<file path="src/rtl/nrisc_mem_pkg.sv">
// Shared definitions for the DataMEM front-end: width defaults, the
// per-core request record and the saturating-increment helper that the
// conflict counter uses.
package nrisc_mem_pkg;

  localparam int TAM_DEF        = 16;
  localparam int LMEM_DEF       = 8;
  localparam int CONFLICT_CNT_W = 16;

  typedef struct packed {
    logic                write;
    logic [TAM_DEF-1:0]  addr;
    logic [TAM_DEF-1:0]  wdata;
  } memReq_t;

  function automatic logic [CONFLICT_CNT_W-1:0] satInc(
    input logic [CONFLICT_CNT_W-1:0] c);
    return (&c) ? c : c + CONFLICT_CNT_W'(1);
  endfunction

endpackage

</file>
<file path="src/rtl/mem_rr_arbiter.sv">
// Same-address conflict detector with a round-robin tie-break between the
// two cores.
//   clk, rst   clock / async active-low reset
//   valid      per-core request present
//   write      per-core store flag
//   addr       per-core implemented address bits
//   ready      per-core grant (combinational)
//   conflict   this cycle is a conflict cycle
//   rrPtr      core that wins the next conflict
module mem_rr_arbiter
  import nrisc_mem_pkg::*;
#(
  parameter int Ncores = 2,
  parameter int Lmem   = LMEM_DEF
) (
  input  logic                        clk,
  input  logic                        rst,
  input  logic [Ncores-1:0]           valid,
  input  logic [Ncores-1:0]           write,
  input  logic [Ncores-1:0][Lmem-1:0] addr,
  output logic [Ncores-1:0]           ready,
  output logic                        conflict,
  output logic                        rrPtr
);

  // Two loads to one word can both proceed; any store in the pair cannot.
  assign conflict = (&valid) && (addr[0] == addr[1]) && (|write);

  assign ready = conflict ? (Ncores'(1) << rrPtr) : '1;

  always_ff @(posedge clk or negedge rst) begin
    if (!rst) rrPtr <= 1'b0;
    else      rrPtr <= rrPtr ^ conflict;
  end

endmodule

</file>
<file path="src/rtl/data_mem_port_arbiter.sv">
// Front-end for the dual-port DataMEM: arbitrates same-address conflicts,
// registers the memory controls, returns load data two cycles after accept
// and counts conflict cycles.
//   clk, rst                 clock / async active-low reset
//   req_valid/ready/write    per-core handshake and store flag
//   req_addr0/1, req_wdata0/1 per-core address and store data
//   rsp_valid, rsp_err       per-core one-cycle response pulses
//   rsp_data0/1              per-core load result
//   dataADDR*, dataIN*, dataWrite, dataLoad, dataOUT*  DataMEM ports
//   conflict_cnt             saturating conflict-cycle count
module data_mem_port_arbiter
  import nrisc_mem_pkg::*;
#(
  parameter int Ncores = 2,
  parameter int TAM    = TAM_DEF,
  parameter int Lmem   = LMEM_DEF
) (
  input  logic                      clk,
  input  logic                      rst,
  input  logic [Ncores-1:0]         req_valid,
  output logic [Ncores-1:0]         req_ready,
  input  logic [Ncores-1:0]         req_write,
  input  logic [TAM-1:0]            req_addr0,
  input  logic [TAM-1:0]            req_addr1,
  input  logic [TAM-1:0]            req_wdata0,
  input  logic [TAM-1:0]            req_wdata1,
  output logic [Ncores-1:0]         rsp_valid,
  output logic [TAM-1:0]            rsp_data0,
  output logic [TAM-1:0]            rsp_data1,
  output logic [Ncores-1:0]         rsp_err,
  output logic [TAM-1:0]            dataADDR0,
  output logic [TAM-1:0]            dataADDR1,
  output logic [TAM-1:0]            dataIN0,
  output logic [TAM-1:0]            dataIN1,
  output logic [Ncores-1:0]         dataWrite,
  output logic [Ncores-1:0]         dataLoad,
  input  logic [TAM-1:0]            dataOUT0,
  input  logic [TAM-1:0]            dataOUT1,
  output logic [CONFLICT_CNT_W-1:0] conflict_cnt
);

  logic [Ncores-1:0][TAM-1:0]  reqAddr, reqWdata, memOut;
  logic [Ncores-1:0][TAM-1:0]  issAddr, issData, rspData;
  logic [Ncores-1:0][Lmem-1:0] lowAddr;
  logic [Ncores-1:0]           accept, oor;
  // Per-core valid shift registers: [0] = issue stage, [1] = DataMEM read.
  logic [Ncores-1:0][1:0]      ldPipe, errPipe;
  logic                        conflict, rrPtr;

  assign reqAddr  = {req_addr1, req_addr0};
  assign reqWdata = {req_wdata1, req_wdata0};
  assign memOut   = {dataOUT1, dataOUT0};

  for (genvar n = 0; n < Ncores; n++) begin : gLane
    assign lowAddr[n] = reqAddr[n][Lmem-1:0];
    assign oor[n]     = |reqAddr[n][TAM-1:Lmem];
  end

  mem_rr_arbiter #(.Ncores(Ncores), .Lmem(Lmem)) uArb (
    .clk      (clk),
    .rst      (rst),
    .valid    (req_valid),
    .write    (req_write),
    .addr     (lowAddr),
    .ready    (req_ready),
    .conflict (conflict),
    .rrPtr    (rrPtr)
  );

  assign accept = req_valid & req_ready;

  always_ff @(posedge clk or negedge rst) begin
    if (!rst) begin
      issAddr   <= '0;
      issData   <= '0;
      dataWrite <= '0;
      dataLoad  <= '0;
      ldPipe    <= '0;
      errPipe   <= '0;
      rsp_valid <= '0;
      rsp_err   <= '0;
      rspData   <= '0;
    end else begin
      for (int n = 0; n < Ncores; n++) begin
        issAddr[n]   <= accept[n] ? reqAddr[n]  : '0;
        issData[n]   <= accept[n] ? reqWdata[n] : '0;
        // Out-of-range requests are accepted but never reach the array.
        dataWrite[n] <= accept[n] &  req_write[n] & ~oor[n];
        dataLoad[n]  <= accept[n] & ~req_write[n] & ~oor[n];
        ldPipe[n]    <= {ldPipe[n][0],  accept[n] & ~req_write[n]};
        errPipe[n]   <= {errPipe[n][0], accept[n] & oor[n]};
        rsp_valid[n] <= ldPipe[n][1];
        rsp_err[n]   <= errPipe[n][1];
        if (ldPipe[n][1])
          rspData[n] <= errPipe[n][1] ? '0 : memOut[n];
      end
    end
  end

  always_ff @(posedge clk or negedge rst) begin
    if (!rst)          conflict_cnt <= '0;
    else if (conflict) conflict_cnt <= satInc(conflict_cnt);
  end

  assign dataADDR0 = issAddr[0];
  assign dataADDR1 = issAddr[1];
  assign dataIN0   = issData[0];
  assign dataIN1   = issData[1];
  assign rsp_data0 = rspData[0];
  assign rsp_data1 = rspData[1];

endmodule

</file>
<file path="config.mk">
export PLATFORM = sky130hd
export DESIGN_NAME = data_mem_port_arbiter
export DESIGN_NICKNAME = d
export VERILOG_FILES = /design/src/rtl/nrisc_mem_pkg.sv /design/src/rtl/mem_rr_arbiter.sv /design/src/rtl/data_mem_port_arbiter.sv
export SDC_FILE = /design/constraint.sdc
export NUM_CORES = 1
export LEC_CHECK = 0
export CAP_MARGIN = 25
export CORE_MARGIN = 10
export CORE_UTILIZATION = 40
export DETAILED_ROUTE_END_ITERATION = 12
export PLACE_DENSITY = 0.78
export SLEW_MARGIN = 15
export SYNTH_ARGS = -nofsm -noshare
export SYNTH_HDL_FRONTEND = slang
export SYNTH_SLANG_ARGS = --single-unit
export TNS_END_PERCENT = 1
</file>
<file path="constraint.sdc">
create_clock -name clk -period 2.4 [get_ports clk]
set_clock_uncertainty 0.2 [all_clocks]
set_input_delay 0.48 -clock clk [delete_from_list [all_inputs] [get_ports clk]]
set_output_delay 0.48 -clock clk [all_outputs]
set_load 0.05 [all_outputs]
</file>
==> flow_summary.ini, run 1 <==
[synth]
syn_area_um2 = 4882
synth_seq_cells = 129
synth_ff_type = dfrtp_1
synth_cells = 396
async_flop_share_pct = 100.0
seq_area_frac_synth_pct = 66.12
yosysUniqueCellTypes = 31
syn_nets = 501
avgSynthCellArea_um2 = 12.33
synth-edff-count = 0
ys_warn_count = 0

[routing]
route.antenna.remaining_nets = 0
vias = 3888
initialDrtViolationCount = 202
wire_per_inst_um = 18.66
routed_via_density = 4.707
first_pass_iters = 4
wirelength_um = 15410
drc = 0

[die]
die_x_um = 130.5
rows = 40
coreArea_um2 = 11960
start_util_pct = 40.82
pin_count = 224
die-area_um2 = 17030
die_h_um = 130.5

[cts]
cts_max_level = 4
root_buffer = clkbuf_16
cts-buffers-inserted = 17
worstSkewPairLatency_ps = 420
clkSinkCount = 129
cts_tree = done
clk_pin_slew_worst_paths_ps = 60
clk_path_buf_depth = 2

[layout]
area_growth_pct = 68.48
diodes = 0
multi_input_area_um2 = 1565
layout_commonest_cell = clkdlybuf4s50_1
layout-drive-gt1-share_pct = 16.20
layout_common_cells = clkdlybuf4s50_1 (189), dfrtp_1 (129), and2_1 (62)
fin_nets = 771
register_area_um2 = 3228
fillerInstances = 878
final_area_um2 = 8225

[setup_path]
crit_required_ps = 2500
worstPathMaxFanout = 8
worst_setup_path_start_kind = primary input
worst_setup_path_end_kind = register
cp.arrival_ps = 2550
crit_type = in -> reg

[power]
ir_drop_mv = 0.5088
power_density_nw_per_um2 = 721.7
power_uw = 5936
leakage_uw = 0.003790

[timing]
setup_viol = 5
tns_ps = -101.8
post-route-period-util_pct = 101.7
setup_ws_ps = -41.52
rsz0062_at_grt = yes
hold_viol = 0
max_slew.worst_pin.slew_ps = 885.3
slew_headroom_pct = 40.98
fin_crit_ps = 2442
maxSlewViolCount = 0
maxClockFrequency_mhz = 409.6

[min_path]
hp-class = in -> reg

[flow_run]
cap_viol_max_count = 0

[place]
dp_hpwl_um = 11350
place_area_um2 = 7453
gp_congestion = 0.8747
io_buffers = 223

[grt]
grt.total_usage_pct = 18.34
grt_max_degree = 50
grt_pass1_wl_um = 23700
grt_pass1_vias = 4334
grt_antenna_before_repair = 0
overflow = 0

[run_status]
status = finished, violations left
violations = negative setup slack
-- routing by layer --
layer	track usage (%)	wire, um	up-vias
met1	19.69	5853	1873
met2	30.33	7635	151
met3	9.347	1649	26
li1	-	-	1838
met4	6.933	272	0
met5	0	0	-
-- cell families (layout without fill, tap and decap cells) --
family	after synthesis	count (layout)	synth area share, %
mux	2	2	0.4613
simple gates	156	156	21.22
fa+ha+maj	3	3	0.7689
flops	129	129	66.12
xor+xnor	21	21	3.921
buf+inv	50	333	3.844
compound gates	35	35	3.665
-- layout make-up --
cell class	count	share of cell area (%)
Tap cell	147	2.236
Clock inverter	5	0.6085
Multi-Input combinational cell	217	19.03
Timing Repair Buffer	265	30.97
Clock buffer	27	6.237
Inverter	36	1.673
Sequential cell	129	39.25
-- state kept, by name, indices dropped and copies added, names as in the netlist, 4 cells and up --
name,flops
rsp_data1,16
rsp_data0,16
dataIN1,16
dataADDR1,16
dataADDR0,16
conflict_cnt,16
errPipe,4
ldPipe,4
dataIN0,16
-- synthesized netlist by cell type (all sizes together) (2+ instances only) --
cell type	number	area share [%]
dfrtp	129	66
and2	64	8.3
inv	36	2.8
nand3b	32	4.9
o21ai	32	3.3
clkbuf	14	1.1
xnor2	13	2.5
nor2	10	0.77
nand2	8	0.62
nand3	8	0.82
nand4	8	1.3
xor2	8	1.4
and3	5	0.64
nor4	5	1.3
nor3	4	0.41
or4	4	0.62
and4	3	0.56
ha	3	0.77
nor2b	3	0.38
mux2	2	0.46
-- report_power, final --
group	switching [uW]	leakage [uW]	total, uW	internal, uW
logic	676	0.00183	1140	463
registers	73.3	0.00168	2380	2310
clock network	866	0.000281	2420	1550
-- final timing paths --
path                                 startpoint  slack, ps  depth (start not counted)               to
max in group asynchronous                   rst        990                          3    dataADDR1[14]
worst min register to register       errPipe[2]        150                          0       errPipe[3]
worst max register to register  conflict_cnt[0]        340                          6  conflict_cnt[1]
worst max-delay path               req_addr1[6]        -40                         14  conflict_cnt[1]
worst min-delay path               req_write[1]         80                          2        ldPipe[2]
min in group asynchronous                   rst        370                          2  conflict_cnt[9]
-- critical path, cell delays in order --
cell      delay [ps]
clkbuf_2         110
xnor2_2          180
buf_4            130
buf_4             90
buf_4             90
buf_4             90
buf_4             90
buf_4             90
buf_4            100
buf_4            100
nand4_1          170
nor4b_4          350
buf_6            170
mux2_4           300
-- timing repair --
action,CTS,global route
endpoints found under the hold margin,34,0
setup endpoints to repair,43,16
hold buffers,1,0
resized for setup,51,28
pin swaps,11,15
buffers inserted,16,4
-- stage by stage --
step	std cells	util, %	hold slack (ps)	setup WS [ps]
floorplan	396	-	-15.59	140.9
global placement	772	62.31	134.9	-632.2
detailed placement	772	62.31	134.7	-714.1
CTS	821	68.51	146.9	-56.56
global route	826	68.77	102.2	-133.6
finish	826	68.77	80.83	-41.52
Power figures use the tool's default switching activity.
==> run 2, diff against run 1 <==
--- a/config.mk
+++ b/config.mk
@@ -6,7 +6,7 @@
 export NUM_CORES = 1
 export LEC_CHECK = 0
 export CAP_MARGIN = 25
-export CORE_MARGIN = 10
+export CORE_MARGIN = 4
 export CORE_UTILIZATION = 40
 export DETAILED_ROUTE_END_ITERATION = 12
 export PLACE_DENSITY = 0.78
==> flow_summary.ini, run 2 (same netlist as run 1, synthesis figures left out) <==
[place]
dp_hpwl_um = 9939
pre_cts_slack_ps = -317.7
gp_congestion = 0.8377
io_buffers = 223

[routing]
route.antenna.remaining_nets = 0
first_pass_iters = 4
drc = 0
wire_per_inst_um = 16.67
wirelength_um = 13720
initialDrtViolationCount = 225
routed_via_density = 4.823
vias = 3969

[cts]
worstSkewPairLatency_ps = 400
cts-buffers-inserted = 17
clk_pin_slew_worst_paths_ps = 50
cts_max_level = 4
cts_tree = done
clkSinkCount = 129
clk_path_buf_depth = 2
root_buffer = clkbuf_16

[layout]
area_growth_pct = 67.50
fin_nets = 767
fillerInstances = 868
layout_commonest_cell = clkdlybuf4s50_1
layout_common_cells = clkdlybuf4s50_1 (191), dfrtp_1 (129), and2_1 (62)
layout-drive-gt1-share_pct = 14.54
final_util_pct = 68.37

[setup_path]
worst_setup_path_start_kind = primary input
cp.arrival_ps = 1690
crit_type = in -> out
worstPathMaxFanout = 3
crit_required_ps = 1720
worst_setup_path_end_kind = output port

[power]
power_density_nw_per_um2 = 703.9
pwr-share-clk_pct = 39.1
swShare_pct = 27.91
ir_drop_mv = 0.3814
power_uw = 5756
leakage_uw = 0.003748
p_int_uw = 4150
combPwrFrac_pct = 19.6
p_switching_uw = 1607
seqPwrFrac_pct = 41.3

[die]
coreArea_um2 = 11960
rows = 40
die-area_um2 = 14040
die_h_um = 118.5
die_x_um = 118.5
pin_count = 224
start_util_pct = 40.82

[grt]
overflow = 0
grt_antenna_before_repair = 2
grt_max_degree = 51
grt_pass1_wl_um = 22300
grt_pass1_vias = 4340
grt.total_usage_pct = 19.90

[timing]
setup_ws_ps = 32.06
maxClockFrequency_mhz = 422.3
fin_crit_ps = 2368
post-route-period-util_pct = 98.66
maxSlewViolCount = 0
hold_viol = 0
tns_ps = 0
setup_viol = 0
rsz0062_at_grt = yes
slew_headroom_pct = 42.24
max_slew.worst_pin.slew_ps = 866.3

[min_path]
hp-class = reg -> reg

[run_status]
status = finished, final reports clean

[flow_run]
cap_viol_max_count = 0
[run 2: changes by cell type in the layout (fill, tap and decap cells not counted), sizes merged, moves of 3 or more]
cell / delta
clkdlybuf4s15: +3
clkinvlp: +5
clkbuf: -13
buf: -5
[run 2: timing repair]
action / 4_1_cts / 5_1_grt
endpoints found under the setup margin: 8 / 6
buffers inserted: 10 / 6
hold buffers: 1 / 0
pin swaps: 12 / 12
endpoints found under the hold margin: 33 / 0
gates resized for setup: 36 / 25
cloned: 0 / 0
[run 2: final cells by class]
| class | count | area, um^2 | area share (%) |
|---|---|---|---|
| Sequential cell | 129 | 3228 | 39.47 |
| Timing Repair Buffer | 261 | 2540 | 31.06 |
| Multi-Input combinational cell | 217 | 1553 | 18.99 |
| Clock buffer | 21 | 470.5 | 5.753 |
| Tap cell | 147 | 183.9 | 2.249 |
| Inverter | 36 | 135.1 | 1.652 |
| Clock inverter | 10 | 62.56 | 0.7650 |
| Antenna cell | 2 | 5.005 | 0.06120 |
[run 2: critical path, cell delays in order]
cell and delay [ps]:
dlygate4sd2_1 270, xnor2_2 160, and3_4 210, and3_4 230
ha_4 150, inv_2 50, buf_12 140
[run 2: power by group through the flow]
| stage | Sequential (uW) | Clock (uW) | Combinational, uW |
|---|---|---|---|
| after floorplan | 2820 | 0 | 139 |
| after global placement | 2410 | 0 | 1080 |
| after detailed placement | 2410 | 0 | 1090 |
| after CTS | 2380 | 2320 | 1110 |
| after global routing | 2400 | 2430 | 1180 |
| final | 2380 | 2250 | 1130 |
[run 2: routing by layer]
metal  GRT usage (%)  routed length, um  share of wire [%]  vias to the layer above
li1                -                  -                  -                     1835
met1           22.97               5292                 39                     1956
met2           34.01               6985                 51                      160
met3           8.038               1240                9.0                       18
met4           6.155                204                1.5                        0
met5               0                  0                  0                        -
[run 2: worst paths after layout]
check / startpoint / end / slack, ps / depth (start not counted)
max in group asynchronous: rst / dataADDR1[2] / 980 / 3
worst min-delay path: ldPipe[2] / ldPipe[3] / 140 / 0
worst max-delay path: req_addr0[4] / req_ready[1] / 30 / 7
worst max register to register: conflict_cnt[0] / conflict_cnt[1] / 270 / 6
min in group asynchronous: rst / conflict_cnt[11] / 390 / 2
worst min register to register: ldPipe[2] / ldPipe[3] / 140 / 0
[run 2: through the flow]
step	cells	hold slack, ps	cell area [um^2]
floorplan	396	-15.59	4882
global placement	773	135.5	7463
detailed placement	773	138.6	7463
CTS	815	147.8	8095
global route	823	153.3	8178
finish	823	142.1	8178
==> run 3, diff against run 2 <==
--- a/config.mk
+++ b/config.mk
@@ -6,12 +6,13 @@
 export NUM_CORES = 1
 export LEC_CHECK = 0
 export CAP_MARGIN = 25
+export CELL_PAD_IN_SITES_DETAIL_PLACEMENT = 0
+export CELL_PAD_IN_SITES_GLOBAL_PLACEMENT = 1
 export CORE_MARGIN = 4
-export CORE_UTILIZATION = 40
+export CORE_UTILIZATION = 31
 export DETAILED_ROUTE_END_ITERATION = 12
-export PLACE_DENSITY = 0.78
+export PLACE_DENSITY_LB_ADDON = 0.1
 export SLEW_MARGIN = 15
 export SYNTH_ARGS = -nofsm -noshare
 export SYNTH_HDL_FRONTEND = slang
 export SYNTH_SLANG_ARGS = --single-unit
-export TNS_END_PERCENT = 1
==> flow_summary.ini, run 3 (same netlist as run 1, synthesis figures left out) <==
[run_status]
status = finished, final reports clean

[layout]
fillerInstances = 1354
fin_cells = 891
layout_commonest_cell = clkdlybuf4s50_1
fin_nets = 774
layout-drive-gt1-share_pct = 15.17
layout_common_cells = clkdlybuf4s50_1 (189), dfrtp_1 (129), and2_1 (62)
area_growth_pct = 70.68

[setup_path]
worst_setup_path_start_kind = primary input
worst_setup_path_end_kind = output port
crit_required_ps = 1720
crit_type = in -> out
cp.arrival_ps = 1700
worstPathMaxFanout = 3
worstReg2RegStart = conflict_cnt[0]
r2r_end = conflict_cnt[1]
reg2reg_depth = 6
r2r_setup_slack_ps = 340

[place]
place_inst = 842
pre_cts_slack_ps = -329.2
io_buffers = 223
gp_congestion = 0.7927
dp_hpwl_um = 10070

[routing]
vias = 3877
drc = 0
wirelength_um = 13770
routed_via_density = 4.351
initialDrtViolationCount = 154
route.antenna.remaining_nets = 0
first_pass_iters = 4
wire_per_inst_um = 15.45

[cts]
clk_path_buf_depth = 2
cts-buffers-inserted = 17
cts_tree = done
worstSkewPairLatency_ps = 410
clkSinkCount = 129
cts_max_level = 4
clk_pin_slew_worst_paths_ps = 50
root_buffer = clkbuf_16

[grt]
grt_max_degree = 55
grt_antenna_before_repair = 1
grt_pass1_vias = 4051
overflow = 0
grt.total_usage_pct = 15.84
grt_pass1_wl_um = 21940

[timing]
post-route-period-util_pct = 98.97
setup_ws_ps = 24.61
slew_headroom_pct = 62.75
maxSlewViolCount = 0
fin_crit_ps = 2375
maxClockFrequency_mhz = 421.0
hold_viol = 0
setup_viol = 0
max_slew.worst_pin.slew_ps = 557.0

[power]
combPwrFrac_pct = 19.8
p_switching_uw = 1603
swShare_pct = 27.47
pwr-share-clk_pct = 39.7
p_int_uw = 4235
ir_drop_mv = 0.4377
power_density_nw_per_um2 = 700.6
seqPwrFrac_pct = 40.5
leakage_uw = 0.003804

[min_path]
min_from = req_addr0[0]
hp-class = in -> reg
worstHoldPathCells = 2
min_to = dataADDR0[0]

[die]
die_x_um = 133.5
start_util_pct = 31.88
coreArea_um2 = 15310
rows = 45
die-area_um2 = 17820
die_h_um = 133.5
pin_count = 224

[flow_run]
cap_viol_max_count = 0
==> run 3: cell count changes in the layout (fill, tap and decap cells not counted), sizes merged, moves of 2 or more <==
cell           before  now
buf                40   48
clkinvlp            5    2
clkbuf             26   28
clkdlybuf4s50     191  189
clkinv              5    3
dlygate4sd2        14   16
==> run 3: power groups by stage <==
stage / Combinational (uW) / Sequential, uW / Clock, uW
3_5_place_dp: 1120 / 2400 / 0
5_1_grt: 1220 / 2380 / 2490
4_1_cts: 1160 / 2360 / 2380
3_3_place_gp: 1120 / 2390 / 0
6_report: 1160 / 2360 / 2320
2_1_floorplan: 139 / 2820 / 0
==> run 3: routing by layer <==
layer  global-route usage [%]  share of wire, %  vias to the layer above
met5                        0             0.094                        -
met4                    6.057               1.7                        2
met3                    5.967               7.8                       20
met2                    25.40                50                      138
met1                    19.50                41                     1873
li1                         -                 -                     1844
==> run 3: stage by stage <==
stage,total power (uW),area [um^2],hold slack (ps),TNS (ps),utilization [%]
after global routing,6082,8330,124.1,-84.15,54.40
after global placement,3513,7604,134.6,-13630,49.65
after floorplan,2963,4882,-15.59,0,-
after detailed placement,3524,7604,134.7,-15860,49.65
after CTS,5898,8295,147.8,0,54.17
final,5838,8333,135.6,0,54.41
==> run 3: timing repair <==
action                                 4_1_cts  5_1_grt
gates resized for setup                     47       17
endpoints found under the hold margin       23        0
setup endpoints to repair                    9       13
pin swaps                                   13       12
hold buffers                                 1        0
buffers inserted                            15        3
==> run 3: worst max path at each step <==
| stage | startpoint | end | slack (ps) | cells past startpoint |
|---|---|---|---|---|
| after floorplan | conflict_cnt[0] | conflict_cnt[1] | 140 | 5 |
| after global placement | req_addr1[3] | req_ready[1] | -310 | 7 |
| after detailed placement | req_addr1[4] | req_ready[1] | -330 | 7 |
| after CTS | req_addr1[0] | req_ready[1] | 3 | 7 |
| after global routing | req_addr0[2] | req_ready[0] | -40 | 7 |
| final | req_addr1[3] | req_ready[1] | 20 | 7 |
==> run 3: area by class of cell <==
type | instances | area (um^2) | area share (%)
flip-flops and latches | 129 | 3228 | 38.74
repair buffers | 268 | 2618 | 31.41
multi-input cells | 217 | 1558 | 18.69
clock buffers | 23 | 467.9 | 5.616
well taps | 211 | 264.0 | 3.168
inverters | 36 | 135.1 | 1.622
clock inverters | 6 | 60.06 | 0.7207
diodes | 1 | 2.502 | 0.03003
==> run 3: worst max-delay path, stage by stage <==
cell	delay, ps
clkdlybuf4s15_1	210
xnor2_2	210
and4_4	250
and3_4	220
ha_4	140
inv_2	50
buf_12	140
